### src/rtl/rf_scoreboard.sv
// rf_scoreboard: register file with per-register busy scoreboard.
// Ports: clk, rst (async, active-low); we/wa/wd write-back;
// ra1/ra2 -> rd1/rd2 + rv1/rv2 valid; issue_en/issue_wa -> issue_rdy;
// npend = number of registers currently pending.
module rf_scoreboard #(
  parameter int DW       = 32,
  parameter int AW       = 5,
  parameter int ZERO_REG = 1,
  parameter int BYPASS   = 1
) (
  input  logic          clk,
  input  logic          rst,
  input  logic          we,
  input  logic [AW-1:0] wa,
  input  logic [DW-1:0] wd,
  input  logic [AW-1:0] ra1,
  input  logic [AW-1:0] ra2,
  output logic [DW-1:0] rd1,
  output logic [DW-1:0] rd2,
  output logic          rv1,
  output logic          rv2,
  input  logic          issue_en,
  input  logic [AW-1:0] issue_wa,
  output logic          issue_rdy,
  output logic [AW:0]   npend
);

  localparam int NREG = 2 ** AW;
  localparam int NMAX = (ZERO_REG != 0) ? NREG - 1 : NREG;
  localparam logic [AW:0] NMAX_V = (AW + 1)'(NMAX);

  logic [DW-1:0]   r_rf [NREG];
  logic [NREG-1:0] r_busy;
  logic [AW:0]     r_npend;

  logic            w_we;
  logic            w_wa_z;
  logic            w_iwa_z;
  logic            w_wr_ok;
  logic            w_set;
  logic            w_inc;
  logic            w_clr;
  logic [NREG-1:0] w_busy_nxt;
  logic [AW:0]     w_npend_nxt;
  logic [1:0][AW-1:0] w_ra;
  logic [1:0][DW-1:0] w_rd;
  logic [1:0]         w_rv;

  // Write-back is masked while in reset so nothing forwards from it.
  assign w_we    = we & rst;
  assign w_wa_z  = (ZERO_REG != 0) && (wa == '0);
  assign w_iwa_z = (ZERO_REG != 0) && (issue_wa == '0);
  assign w_wr_ok = w_we & ~w_wa_z;

  assign issue_rdy = issue_en &
    (~r_busy[issue_wa] | (w_we & (wa == issue_wa)));

  // Claims of the hardwired zero register are accepted but not recorded.
  assign w_set = issue_rdy & ~w_iwa_z;

  // Track true 0->1 and 1->0 busy transitions; a claim on the
  // register being written wins, so that write clears nothing.
  assign w_inc = w_set & ~r_busy[issue_wa];
  assign w_clr = w_wr_ok & r_busy[wa] &
    ~(w_set & (issue_wa == wa));

  always_comb begin
    w_busy_nxt = r_busy;
    if (w_wr_ok) w_busy_nxt[wa] = 1'b0;
    if (w_set) w_busy_nxt[issue_wa] = 1'b1;
  end

  always_comb begin
    w_npend_nxt = r_npend;
    unique case ({w_inc, w_clr})
      2'b10: if (r_npend < NMAX_V) w_npend_nxt = r_npend + 1'b1;
      2'b01: if (r_npend != '0) w_npend_nxt = r_npend - 1'b1;
      default: w_npend_nxt = r_npend;
    endcase
  end

  assign w_ra = {ra2, ra1};

  always_comb begin
    w_rd = '0;
    w_rv = '0;
    for (int p = 0; p < 2; p++) begin
      w_rd[p] = r_rf[w_ra[p]];
      w_rv[p] = ~r_busy[w_ra[p]];
      if ((BYPASS != 0) && w_we && (wa == w_ra[p])) begin
        w_rd[p] = wd;
        w_rv[p] = 1'b1;
      end
      if ((ZERO_REG != 0) && (w_ra[p] == '0)) begin
        w_rd[p] = '0;
        w_rv[p] = 1'b1;
      end
    end
  end

  assign rd1   = w_rd[0];
  assign rd2   = w_rd[1];
  assign rv1   = w_rv[0];
  assign rv2   = w_rv[1];
  assign npend = r_npend;

  always_ff @(posedge clk or negedge rst) begin
    if (!rst) begin
      for (int i = 0; i < NREG; i++) r_rf[i] <= '0;
      r_busy  <= '0;
      r_npend <= '0;
    end else begin
      if (w_wr_ok) r_rf[wa] <= wd;
      r_busy  <= w_busy_nxt;
      r_npend <= w_npend_nxt;
    end
  end

endmodule

### config.mk
export PLATFORM = sky130hd
export DESIGN_NAME = rf_scoreboard
export DESIGN_NICKNAME = d
export VERILOG_FILES = /design/src/rtl/rf_scoreboard.sv
export SDC_FILE = /design/constraint.sdc
export NUM_CORES = 2
export LEC_CHECK = 0
export ABC_AREA = 1
export CAP_MARGIN = 20
export CORE_MARGIN = 2
export CORE_UTILIZATION = 40
export CTS_BUF_LIST = sky130_fd_sc_hd__clkbuf_8
export DETAILED_ROUTE_END_ITERATION = 10
export PLACE_DENSITY = 0.52
export REMOVE_ABC_BUFFERS = 1
export SETUP_SLACK_MARGIN = 0.1
export SLEW_MARGIN = 0
export SYNTH_ARGS = -nofsm -noshare
export SYNTH_HDL_FRONTEND = slang
export SYNTH_SLANG_ARGS = --single-unit
### constraint.sdc
create_clock -name clk -period 7.7 [get_ports clk]
set_clock_uncertainty 0.2 [all_clocks]
set_input_delay 1.155 -clock clk [delete_from_list [all_inputs] [get_ports clk]]
set_output_delay 1.155 -clock clk [all_outputs]
set_load 0.01 [all_outputs]
==> key figures <==
Clock network
  – Reg clk slew, reported paths: 0.05 ns
  – Post-cts sizing count: 0
  – CTS max path bufs: 3
  – H-tree depth: 4
  – CTS sink cnt: around 1100
  – Clock root buffer: clkbuf_8
  – Worst-skew pair later-pin latency: 0.94 ns
  – Num CTS Buffers: 197
  – TritonCTS clock tree: yes

Global routing
  – Initial antenna violation count: 11
  – Vias in the first global route: 54400
  – GR Util All Layers: 0.318
  – Grt ovf: 0
  – Largest net degree at the start of global routing: 200
  – First-pass GRT wire length: between 300000 and 400000 um

Finish
  – Leading cell types in the layout, fill and taps excluded: nand2_1, o21ai_0, dfrtp_1
  – NumNets Final: 7818
  – Post-route insts no fill: 9921
  – Post-route cell area: between 60000 and 70000 um2
  – Fraction of final layout cells with drive strength greater than 1: 0.0639
  – # fillers: 15300
  – Commonest non-fill, non-tap cell in the layout: nand2_1
  – Area delta synth->final: 9.14%

Synthesis
  – Sequential share of the synthesized area: 0.443
  – Main combinational cell family by area after synthesis: compound AO/OA/AOI/OAI gates
  – Netlist cell types: 37
  – Post-synthesis area per instance: approximately 7.4 um2
  – Number of synthesized register bits: 1062
  – Gate Count Post-Synth: slightly above 8000
  – Mapped Area: around 60000 um2
  – Post-synthesis adder-cell area fraction: 0.00159
  – Biggest area consumer among synthesized cells: dfrtp_1
  – Post-synth top area share: 0.443
  – Multiplexer area fraction after synthesis: 0
  – Synth Area in XOR/XNOR: 0.00161
  – Syn. warnings: 0
  – Synth area leaders: dfrtp_1, o21ai_0, nand2_1
  – Simple-gate portion of the synthesized area: 0.200
  – Compound-Gate Fraction of Synth Area: 0.252

Outcome
  – Status: finished clean

Placement
  – GP Congestion: roughly 0.85
  – Detailed Place HPWL: 134000 um
  – Pre-CTS setup slack: 1.57 ns
  – Placed insts: 9570
  – Post-place instance area: 61500 um2
  – Port-buffer cells: 128

Min path
  – Hold path startpoint: r_rf[1005]$_DFFE_PN0P_
  – Hold WC Path Type: register to register
  – Hold Path Depth: 0
  – Endpoint, Worst Hold: r_rf[1005]$_DFFE_PN0P_

Routing
  – Wirelength per Cell: around 25 um
  – Final wirelength: 246000 um
  – Vias: 57900
  – Avg Vias per Cell: 5.84
  – DRC: 0
  – DR pass1 iterations: 6
  – Initial DRC Count: 7194
  – Post-route ant nets: 0

Critical path
  – FF-to-FF End: npend[5]$_DFFE_PN0P_
  – R2R Setup Slk: roughly 3.8 ns
  – Crit path cell chain: dlygate4sd3_1, buf_8, nand2_1, inv_1, o21ai_0, a211oi_2, nand2_1, nor2_4, buf_4, nand2_1, nand2_1, clkdlybuf4s50_1
  – FF-to-FF Start: r_busy[22]$_DFF_PN0_
  – Critical path endpoint category: primary output
  – WP data required: 6.34 ns
  – Most frequent CP cell: nand2_1
  – Critical path peak fanout: 50
  – Slowest cell on the critical path: nor2_4
  – Worst path arrival time: 5.09 ns
  – Worst Reg-to-Reg Cells: 23
  – Worst setup path category: primary input to primary output
  – Crit path largest cell delay: 0.73 ns
  – CP Launch Type: primary input

Job
  – Max_cap viols: 0

Floorplan
  – Die area: 153000 um2
  – I/O pin count: 129
  – Die width: just under 400 um
  – Starting Density: 0.401
  – Num rows: about 140
  – CORE AREA: 149000 um2
  – DIE HEIGHT: approximately 400 um

Timing
  – Pins Over Slew Limit: 0
  – Final setup fails: 0
  – Tightest Pin Transition: 1.21 ns
  – F_max: 0.155 GHz
  – Fin crit share: 0.837
  – Final WS setup: 1.26 ns
  – Hold Vio Cnt, Final: 0
  – Post-route minimum period: 6.44 ns
  – Slew margin rel.: 0.195
  – Setup total negative slack: 0 ns
  – RSZ-0062 raised after global routing: false

Pwr
  – Leakage: roughly 29 nW
  – Pwr Total: 15.6 mW
  – Power density over the cells: 239 nW/um2
  – Maximum VDD drop: about 0.00017 V
## report_power, final
| part | total [mW] | leakage (nW) | switching, mW | internal, mW |
|---|---|---|---|---|
| logic | 3.12 | 13.5 | 2.06 | 1.07 |
| clock network | 5.57 | 2.30 | 2.58 | 2.98 |
| registers | 6.96 | 12.8 | 0.476 | 6.48 |
| total | 15.6 | 28.6 | 5.12 | 10.5 |
## per-stage QoR
step	util	hold WS [ns]
4_1_cts	0.438	0.193
3_5_place_dp	0.411	0.181
3_3_place_gp	0.411	0.177
5_1_grt	0.438	0.207
2_1_floorplan	-	0.164
6_report	0.438	0.191
## worst max path at each step
stage | start | end | slack, ns
after floorplan | ra1[2] | rd1[4] | 2.32
after global placement | ra1[3] | rd1[20] | 1.53
after detailed placement | ra1[3] | rd1[20] | 1.57
after CTS | rst | rd1[29] | 1.15
after global routing | rst | rd1[24] | 0.98
final | rst | rd1[29] | 1.26
## registers in the layout (all words and copies together), names as in the netlist
| name | cells |
|---|---|
| r_rf | 1024 |
| r_busy | 32 |
| npend | 6 |
## synth_stat cells
cell,instances
nand2_1,1727
o21ai_0,1394
dfrtp_1,1062
nand3_1,861
inv_1,579
a21oi_1,538
o211ai_1,505
clkbuf_1,355
buf_2,295
o21ai_1,291
nor2_1,168
buf_4,73
buf_1,70
nand4_1,33
inv_2,29
nor3_1,17
buf_6,14
nor2_4,11
o221ai_1,11
nor2_2,10
xor2_1,8
ha_1,6
o22ai_1,6
a211oi_1,5
clkbuf_2,5
clkinv_1,4
nand2_2,3
nor3_2,3
xnor2_1,3
a31oi_1,2
nor4_1,2
a211oi_2,1
a22oi_1,1
and3_1,1
fa_1,1
inv_4,1
nor4_4,1
## cell families (layout without fill, tap and decap cells)
logic type                 count (synthesis)  in the layout
and+or+nand+nor                         2837           2837
AOI/OAI and AO/OA                       2754           2754
buffers and inverters                   1425           1231
DFF                                     1062           1062
xor gates and xnor gates                  11             11
adders and majority gates                  7              7
other                                      0              3
## per-layer routing
layer | share of wire | GRT usage | wire (um)
met5 | 0.000029 | 0 | 7
met4 | 0.043 | 0.133 | 10500
met3 | 0.080 | 0.0497 | 19600
met2 | 0.45 | 0.496 | 109000
met1 | 0.43 | 0.437 | 106000
## repair_timing
action                    4_1_cts  5_1_grt
hold endpoints to repair       47        0
hold buffers                    1        0
setup buffers                   0        0
## critical path: cells and delay by family
| family | cells | cell delay, ns |
|---|---|---|
| buf+inv | 5 | 2.16 |
| simple gates | 5 | 1.37 |
| compound gates | 2 | 0.35 |
## cell type report
| cell class | instances | area, um2 | area share |
|---|---|---|---|
| diodes | 3 | 7.51 | 0.000115 |
| clock buffers | 249 | 3430 | 0.0524 |
| clock inverters | 97 | 505 | 0.00772 |
| inverters | 613 | 2340 | 0.0358 |
| multi-input cells | 5609 | 27400 | 0.418 |
| flip-flops and latches | 1062 | 26600 | 0.406 |
| well taps | 2016 | 2520 | 0.0385 |
| repair buffers | 272 | 2720 | 0.0415 |
(Power assumes the default switching activity.)
